<file path="config.mk">
export PLATFORM = sky130hd
export DESIGN_NAME = fruit_region_stats
export DESIGN_NICKNAME = d
export VERILOG_FILES = /design/src/rtl/fruit_region_stats_pkg.sv /design/src/rtl/fruit_pos_counter.sv /design/src/rtl/fruit_region_stats.sv
export SDC_FILE = /design/constraint.sdc
export NUM_CORES = 1
export LEC_CHECK = 0
export ABC_AREA = 1
export BUFFER_PORTS_ARGS = -buffer_cell sky130_fd_sc_hd__buf_4
export CAP_MARGIN = 30
export CORE_ASPECT_RATIO = 1.5
export CORE_MARGIN = 2
export CORE_UTILIZATION = 55
export DETAILED_ROUTE_END_ITERATION = 10
export GPL_TIMING_DRIVEN = 1
export PLACE_DENSITY = 0.73
export SETUP_SLACK_MARGIN = 0.15
export SLEW_MARGIN = 20
export SYNTH_ARGS = -nofsm -noshare
export SYNTH_HDL_FRONTEND = slang
export SYNTH_SLANG_ARGS = --single-unit
export TNS_END_PERCENT = 30
</file>
<file path="constraint.sdc">
create_clock -name pixelclk -period 5.2 [get_ports pixelclk]
set_clock_uncertainty 0.05 [all_clocks]
set_input_delay 0.52 -clock pixelclk [delete_from_list [all_inputs] [get_ports pixelclk]]
set_output_delay 0.52 -clock pixelclk [all_outputs]
set_load 0.03 [all_outputs]
</file>
<file path="src/rtl/fruit_region_stats_pkg.sv">
// Shared definitions for the fruit region statistics block and the video
// timing generator: default counter widths and the statistics FSM states.
package fruit_region_stats_pkg;

    localparam int H_BITS_DEF = 11;
    localparam int V_BITS_DEF = 11;

    typedef enum logic [1:0] {
        ST_WAIT_SOF = 2'd0,
        ST_ACCUM    = 2'd1,
        ST_LATCH    = 2'd2
    } state_t;

endpackage

</file>
<file path="src/rtl/fruit_pos_counter.sv">
// Pixel position tracker: vsync active-edge detect plus column/row counters.
// Ports:
//   pixelclk, reset_n    clock, async active-low reset
//   i_de, i_vsync        active video, frame sync (polarity VS_POL)
//   i_clr_y              extra row clear request
//   o_x, o_y             coordinates of the pixel currently on the inputs
//   o_sof                1 on the cycle the vsync active edge is on i_vsync
module fruit_pos_counter
    import fruit_region_stats_pkg::*;
#(
    parameter int H_BITS = H_BITS_DEF,
    parameter int V_BITS = V_BITS_DEF,
    parameter bit VS_POL = 1'b1
) (
    input  logic              pixelclk,
    input  logic              reset_n,
    input  logic              i_de,
    input  logic              i_vsync,
    input  logic              i_clr_y,
    output logic [H_BITS-1:0] o_x,
    output logic [V_BITS-1:0] o_y,
    output logic              o_sof
);

    logic              r_vs_act_d;
    logic              r_de_d;
    logic [H_BITS-1:0] r_x;
    logic [V_BITS-1:0] r_y;
    logic              w_vs_act;
    logic              w_de_fall;

    assign w_vs_act  = (i_vsync == VS_POL);
    assign o_sof     = w_vs_act & ~r_vs_act_d;
    assign w_de_fall = ~i_de & r_de_d;

    // The boundary pixel already belongs to the new frame, so its row is 0.
    assign o_x = r_x;
    assign o_y = o_sof ? '0 : r_y;

    always_ff @(posedge pixelclk or negedge reset_n) begin
        if (!reset_n) begin
            r_vs_act_d <= 1'b0;
            r_de_d     <= 1'b0;
            r_x        <= '0;
            r_y        <= '0;
        end else begin
            r_vs_act_d <= w_vs_act;
            r_de_d     <= i_de;
            // Saturate instead of wrapping so an oversized line can never
            // pull x_min back towards 0.
            if (i_de) begin
                if (r_x != '1) r_x <= r_x + 1'b1;
            end else begin
                r_x <= '0;
            end
            if (o_sof || i_clr_y) begin
                r_y <= '0;
            end else if (w_de_fall && (r_y != '1)) begin
                r_y <= r_y + 1'b1;
            end
        end
    end

endmodule

</file>
<file path="src/rtl/fruit_region_stats.sv">
// Per-frame bounding box and foreground count of the fruit mask, latched at
// each frame boundary for the classifier/overlay stages.
// Ports:
//   pixelclk, reset_n              clock, async active-low reset
//   i_mask/i_hsync/i_vsync/i_de    registered outputs of the threshold stage
//   o_x_min/o_x_max/o_y_min/o_y_max  latched bounding box (0 when empty)
//   o_pix_cnt, o_found             latched saturating count, count >= MIN_PIX
//   o_stat_vld                     1-cycle pulse when the latched set updates
//   o_hsync/o_vsync/o_de/o_mask    inputs delayed by one cycle
//
// state       | meaning
// ST_WAIT_SOF | after reset, discard data until the first frame boundary
// ST_ACCUM    | accumulate bbox/count of the current frame
// ST_LATCH    | publish the frame captured at the boundary, pulse o_stat_vld
module fruit_region_stats
    import fruit_region_stats_pkg::*;
#(
    parameter int H_BITS   = H_BITS_DEF,
    parameter int V_BITS   = V_BITS_DEF,
    parameter int CNT_BITS = 22,
    parameter int MIN_PIX  = 256,
    parameter bit VS_POL   = 1'b1
) (
    input  logic                pixelclk,
    input  logic                reset_n,
    input  logic                i_mask,
    input  logic                i_hsync,
    input  logic                i_vsync,
    input  logic                i_de,
    output logic [H_BITS-1:0]   o_x_min,
    output logic [H_BITS-1:0]   o_x_max,
    output logic [V_BITS-1:0]   o_y_min,
    output logic [V_BITS-1:0]   o_y_max,
    output logic [CNT_BITS-1:0] o_pix_cnt,
    output logic                o_found,
    output logic                o_stat_vld,
    output logic                o_hsync,
    output logic                o_vsync,
    output logic                o_de,
    output logic                o_mask
);

    state_t r_state, w_state_nxt;

    logic [H_BITS-1:0]   w_x;
    logic [V_BITS-1:0]   w_y;
    logic                w_sof;
    logic                w_pix;
    logic                w_latch;

    logic [H_BITS-1:0]   r_acc_xmin, r_acc_xmax, r_snap_xmin, r_snap_xmax;
    logic [V_BITS-1:0]   r_acc_ymin, r_acc_ymax, r_snap_ymin, r_snap_ymax;
    logic [CNT_BITS-1:0] r_acc_cnt, r_snap_cnt;

    logic [H_BITS-1:0]   w_base_xmin, w_base_xmax, w_nxt_xmin, w_nxt_xmax;
    logic [V_BITS-1:0]   w_base_ymin, w_base_ymax, w_nxt_ymin, w_nxt_ymax;
    logic [CNT_BITS-1:0] w_base_cnt, w_nxt_cnt;

    fruit_pos_counter #(
        .H_BITS (H_BITS),
        .V_BITS (V_BITS),
        .VS_POL (VS_POL)
    ) u_pos (
        .pixelclk (pixelclk),
        .reset_n  (reset_n),
        .i_de     (i_de),
        .i_vsync  (i_vsync),
        .i_clr_y  (w_latch),
        .o_x      (w_x),
        .o_y      (w_y),
        .o_sof    (w_sof)
    );

    assign w_pix   = i_de & i_mask;
    assign w_latch = (r_state == ST_LATCH);

    always_ff @(posedge pixelclk or negedge reset_n) begin
        if (!reset_n) r_state <= ST_WAIT_SOF;
        else          r_state <= w_state_nxt;
    end

    always_comb begin
        w_state_nxt = r_state;
        case (r_state)
            ST_WAIT_SOF: if (w_sof) w_state_nxt = ST_ACCUM;
            ST_ACCUM:    if (w_sof) w_state_nxt = ST_LATCH;
            ST_LATCH:    w_state_nxt = ST_ACCUM;
            default:     w_state_nxt = ST_WAIT_SOF;
        endcase
    end

    // The accumulators restart on the boundary cycle itself so that a pixel
    // coinciding with the edge lands in the new frame; the finished frame is
    // parked in the snapshot bank and published on the following LATCH cycle.
    always_comb begin
        w_base_xmin = w_sof ? '1 : r_acc_xmin;
        w_base_xmax = w_sof ? '0 : r_acc_xmax;
        w_base_ymin = w_sof ? '1 : r_acc_ymin;
        w_base_ymax = w_sof ? '0 : r_acc_ymax;
        w_base_cnt  = w_sof ? '0 : r_acc_cnt;
        w_nxt_xmin  = w_base_xmin;
        w_nxt_xmax  = w_base_xmax;
        w_nxt_ymin  = w_base_ymin;
        w_nxt_ymax  = w_base_ymax;
        w_nxt_cnt   = w_base_cnt;
        if (w_pix) begin
            if (w_x < w_base_xmin) w_nxt_xmin = w_x;
            if (w_x > w_base_xmax) w_nxt_xmax = w_x;
            if (w_y < w_base_ymin) w_nxt_ymin = w_y;
            if (w_y > w_base_ymax) w_nxt_ymax = w_y;
            if (w_base_cnt != '1)  w_nxt_cnt  = w_base_cnt + 1'b1;
        end
    end

    always_ff @(posedge pixelclk or negedge reset_n) begin
        if (!reset_n) begin
            r_acc_xmin  <= '1;
            r_acc_xmax  <= '0;
            r_acc_ymin  <= '1;
            r_acc_ymax  <= '0;
            r_acc_cnt   <= '0;
            r_snap_xmin <= '0;
            r_snap_xmax <= '0;
            r_snap_ymin <= '0;
            r_snap_ymax <= '0;
            r_snap_cnt  <= '0;
            o_x_min     <= '0;
            o_x_max     <= '0;
            o_y_min     <= '0;
            o_y_max     <= '0;
            o_pix_cnt   <= '0;
            o_found     <= 1'b0;
            o_stat_vld  <= 1'b0;
            o_hsync     <= 1'b0;
            o_vsync     <= 1'b0;
            o_de        <= 1'b0;
            o_mask      <= 1'b0;
        end else begin
            o_hsync    <= i_hsync;
            o_vsync    <= i_vsync;
            o_de       <= i_de;
            o_mask     <= i_mask;
            o_stat_vld <= w_latch;
            if ((r_state != ST_WAIT_SOF) || w_sof) begin
                r_acc_xmin <= w_nxt_xmin;
                r_acc_xmax <= w_nxt_xmax;
                r_acc_ymin <= w_nxt_ymin;
                r_acc_ymax <= w_nxt_ymax;
                r_acc_cnt  <= w_nxt_cnt;
            end
            if ((r_state == ST_ACCUM) && w_sof) begin
                r_snap_xmin <= r_acc_xmin;
                r_snap_xmax <= r_acc_xmax;
                r_snap_ymin <= r_acc_ymin;
                r_snap_ymax <= r_acc_ymax;
                r_snap_cnt  <= r_acc_cnt;
            end
            if (w_latch) begin
                // An empty frame still holds min = all-ones; report zeros.
                o_x_min   <= (r_snap_cnt == '0) ? '0 : r_snap_xmin;
                o_x_max   <= r_snap_xmax;
                o_y_min   <= (r_snap_cnt == '0) ? '0 : r_snap_ymin;
                o_y_max   <= r_snap_ymax;
                o_pix_cnt <= r_snap_cnt;
                o_found   <= (32'(r_snap_cnt) >= 32'(MIN_PIX));
            end
        end
    end

endmodule

</file>
==> metrics.md <==
| Metric | Value |
|---|---|
| Max IR drop VDD | `0.000374 V` |
| Vias in the first global route | `9017` |
| Input/output buffers | `77` |
| Via density | `5.29` |
| P_sw | `0.00256 W` |
| Clock Path Buffers | `3` |
| Critical path class | `flip-flop to flip-flop` |
| Post-CTS Setup Inserts | `0` |
| Leading area contributor after synthesis | `dfrtp_1` |
| Vias | `9720` |
| Asr flop ratio synth | `100%` |
| P_leak | `6.81 nW` |
| WL/cell | `14.4 um` |
| Cells after Synth | `1509` |
| Top FF cell, synth | `dfrtp_1` |
| Rows | `65` |
| DRC Markers | `0` |
| Antenna cell count | `0` |
| Final nets | `1604` |
| H-tree depth | `1` |
| Overflow after GRT | `0` |
| Synthesized flop and latch total | `228` |
| Die area | `22400 um2` |
| WP data arrival | `3.68 ns` |
| Pre-CTS worst setup slack | `1.64 ns` |
| Clk root buf | `clkbuf_16` |
| YS warnings | `0` |
| CTS sink count | `228` |
| Pwr Density | `504 nW/um2` |
| First-pass GRT wire length | `44800 um` |
| Final WS setup | `1.90 ns` |
| DRT Pass-1 Iters | `5` |
| Share of power burned in registers | `41.5%` |
| RSZ-0062 raised after global routing | `no` |
| Chip width | `123 um` |
| Comb power frac | `34.4%` |
| Clk Latency, worst-skew pair | `0.51 ns` |
| Routed WL | `26500 um` |
| Status | `finished clean` |
| Fin. max-slew vios | `0` |
| Total track usage | `24.5%` |
| Final hold vios | `0` |
| Switching share of total power | `38.7%` |
| Post-CTS Hold Buffers | `1` |
| Actual slew at the worst max-slew pin | `0.891 ns` |
| Routability cong. | `0.889` |
| DRT antenna net count | `0` |
| Relative slew slack | `40.4%` |
| Peak Freq | `303 MHz` |
| CTS Buf Count | `23` |
| DR iter-0 viols | `773` |
| CP startpoint kind | `flip-flop` |
| Core Region | `20900 um2` |
| MaxCap Viol Count | `0` |
| Synth Area per Inst | `7.74 um2` |
| Initial antenna violation count | `0` |
| CP Capture Type | `flip-flop` |
| TritonCTS clock tree | `done` |
| Register area share after synthesis | `49.1%` |
| Core Util, Final | `62.8%` |
| Ports | `78` |
| Height of the chip | `182 um` |
| Post-route minimum period | `3.30 ns` |
| Dpl hpwl | `18200 um` |
| HP Class | `input port to flip-flop` |
| Starting Density | `55.9%` |
| Crit-path max FO | `29` |
| Placed cell count | `1798` |
| Synth Net Count | `1556` |
| Pint | `0.00405 W` |
| Clock share of power | `24.1%` |
| Layout cells sized above 1 | `11.7%` |
| Final Setup Violations | `0` |
| Yosys cell types | `41` |
| Final worst-path cycle share | `63.4%` |
| Fin cells | `1838` |
| Area growth syn-to-layout | `12.4%` |
| Yosys top cell area share | `44.2%` |
| Total Power | `0.00661 W` |
| Pin count of the biggest net entering global routing | `100` |
| Final TNS setup | `0 ns` |
| Top cells by area in the synthesized netlist | `dfrtp_1, nand2_1, dfstp_2` |
| Synthesized area | `11700 um2` |
| Register clock-pin slew on the reported worst setup and hold paths | `0.06 ns` |
| Critical path required time | `5.59 ns` |
| Post-synth EDFFs | `0` |
| CTS resizes | `0` |
==> through the flow <==
step	hold slack (ns)	instance area, um2
6_report	0.0835	13100
5_1_grt	0.0622	13100
4_1_cts	0.0689	13100
3_5_place_dp	0.410	12400
3_3_place_gp	0.405	12400
2_1_floorplan	0.174	11700
==> cells by family after synthesis <==
group	count (synthesis)	synth area share [%]
AO/OA/AOI/OAI	141	6.27
XOR/XNOR	14	1.05
adder cells (fa/ha/maj)	41	4.39
buffers and inverters	186	6.52
flip-flops	228	49.1
AND/OR/NAND/NOR	899	32.7
==> metal layers <==
metal	vias up	GRT usage [%]	part of all wire, %
met5	-	0	0
met4	0	6.62	2.1
met3	46	3.00	4.8
met2	219	39.6	48
met1	4554	34.8	45
li1	4901	-	-
==> critical path, stage by stage, from the launching register on <==
cell and delay [ns]:
dfrtp_1 0.43, nor2_4 0.50, buf_4 0.47, nor2_1 0.13
ha_1 0.33, a21oi_1 0.14, o21ai_0 0.11, a21oi_1 0.12
nand2_1 0.34, o21ai_0 0.30, nand2_1 0.07, o21ai_1 0.09
nand2_1 0.06, nand2_1 0.07
==> power groups by stage <==
stage | Combinational (W) | Sequential (W) | Clock, W
global placement | 0.00223 | 0.00275 | 0
floorplan | 0.00126 | 0.00304 | 0
CTS | 0.00229 | 0.00274 | 0.00163
global route | 0.00257 | 0.00281 | 0.00170
finish | 0.00227 | 0.00274 | 0.00160
detailed placement | 0.00228 | 0.00276 | 0
==> layout make-up <==
class	count	area, um2
clock buffer	35	671
fill	1861	7780
multi-input combinational	1095	5200
tap	268	335
sequential	228	5730
clock inverter	3	46.3
timing repair buffer	89	686
inverter	120	450
==> cells in the final DEF, fill, tap and decap left out, types with 6 or more instances in the layout <==
master / instances
nand2_1: 607
nor3_1: 11
nand3_1: 108
inv_1: 111
inv_2: 7
nor2_4: 6
ha_1: 41
nor2_2: 10
o21ai_1: 13
nor4_1: 6
buf_4: 86
o21ai_0: 88
clkbuf_16: 23
dfrtp_1: 206
nand4_1: 32
nand2_2: 7
clkbuf_1: 7
dfstp_2: 22
nor2_1: 94
a21oi_1: 31
xor2_1: 11
==> synth_stat cells (2+ instances only) <==
master    instances
nand2_1         607
dfrtp_1         206
inv_1           111
nand3_1         109
nor2_1           95
o21ai_0          88
ha_1             41
clkbuf_1         32
nand4_1          32
a21oi_1          31
buf_2            23
dfstp_2          22
o21ai_1          13
nor3_1           11
xor2_1           11
nor2_2           10
buf_1             7
nand2_2           7
inv_2             6
nor4_1            6
nor2_4            5
nand3b_1          4
and3_1            3
clkinv_1          3
nand3_2           3
xnor2_1           3
buf_8             2
nand2_4           2
nor3_2            2
o211ai_1          2
o21a_1            2
==> worst paths after layout <==
kind | from | end | slack (ns) | cells after the start
max in group asynchronous | reset_n | r_snap_xmin[0]$_DFFE_PN0P_ | 3.47 | 3
hold / removal | i_mask | o_mask$_DFF_PN0_ | 0.08 | 1
setup reg to reg | u_pos.r_vs_act_d$_DFF_PN0_ | r_acc_xmin[7]$_DFFE_PN1P_ | 1.90 | 13
hold reg to reg | o_y_max[6]$_DFFE_PN0P_ | o_y_max[6]$_DFFE_PN0P_ | 0.42 | 2
min in group asynchronous | reset_n | r_acc_xmax[8]$_DFFE_PN0P_ | 0.55 | 2
setup / recovery | u_pos.r_vs_act_d$_DFF_PN0_ | r_acc_xmin[7]$_DFFE_PN1P_ | 1.90 | 13
==> flip-flops by register name, summed over array words and instances, names as in the netlist <==
signal,count
o_pix_cnt,22
r_acc_cnt,22
r_snap_cnt,22
o_x_max,11
o_x_min,11
o_y_max,11
o_y_min,11
r_acc_xmax,11
r_acc_xmin,11
r_acc_ymax,11
r_acc_ymin,11
r_snap_xmax,11
r_snap_xmin,11
r_snap_ymax,11
r_snap_ymin,11
u_pos.o_x,11
u_pos.r_y,11
r_state,2
o_found,1
o_hsync,1
o_mask,1
o_stat_vld,1
u_pos.r_de_d,1
u_pos.r_vs_act_d,1
(Power assumes the default switching activity.)
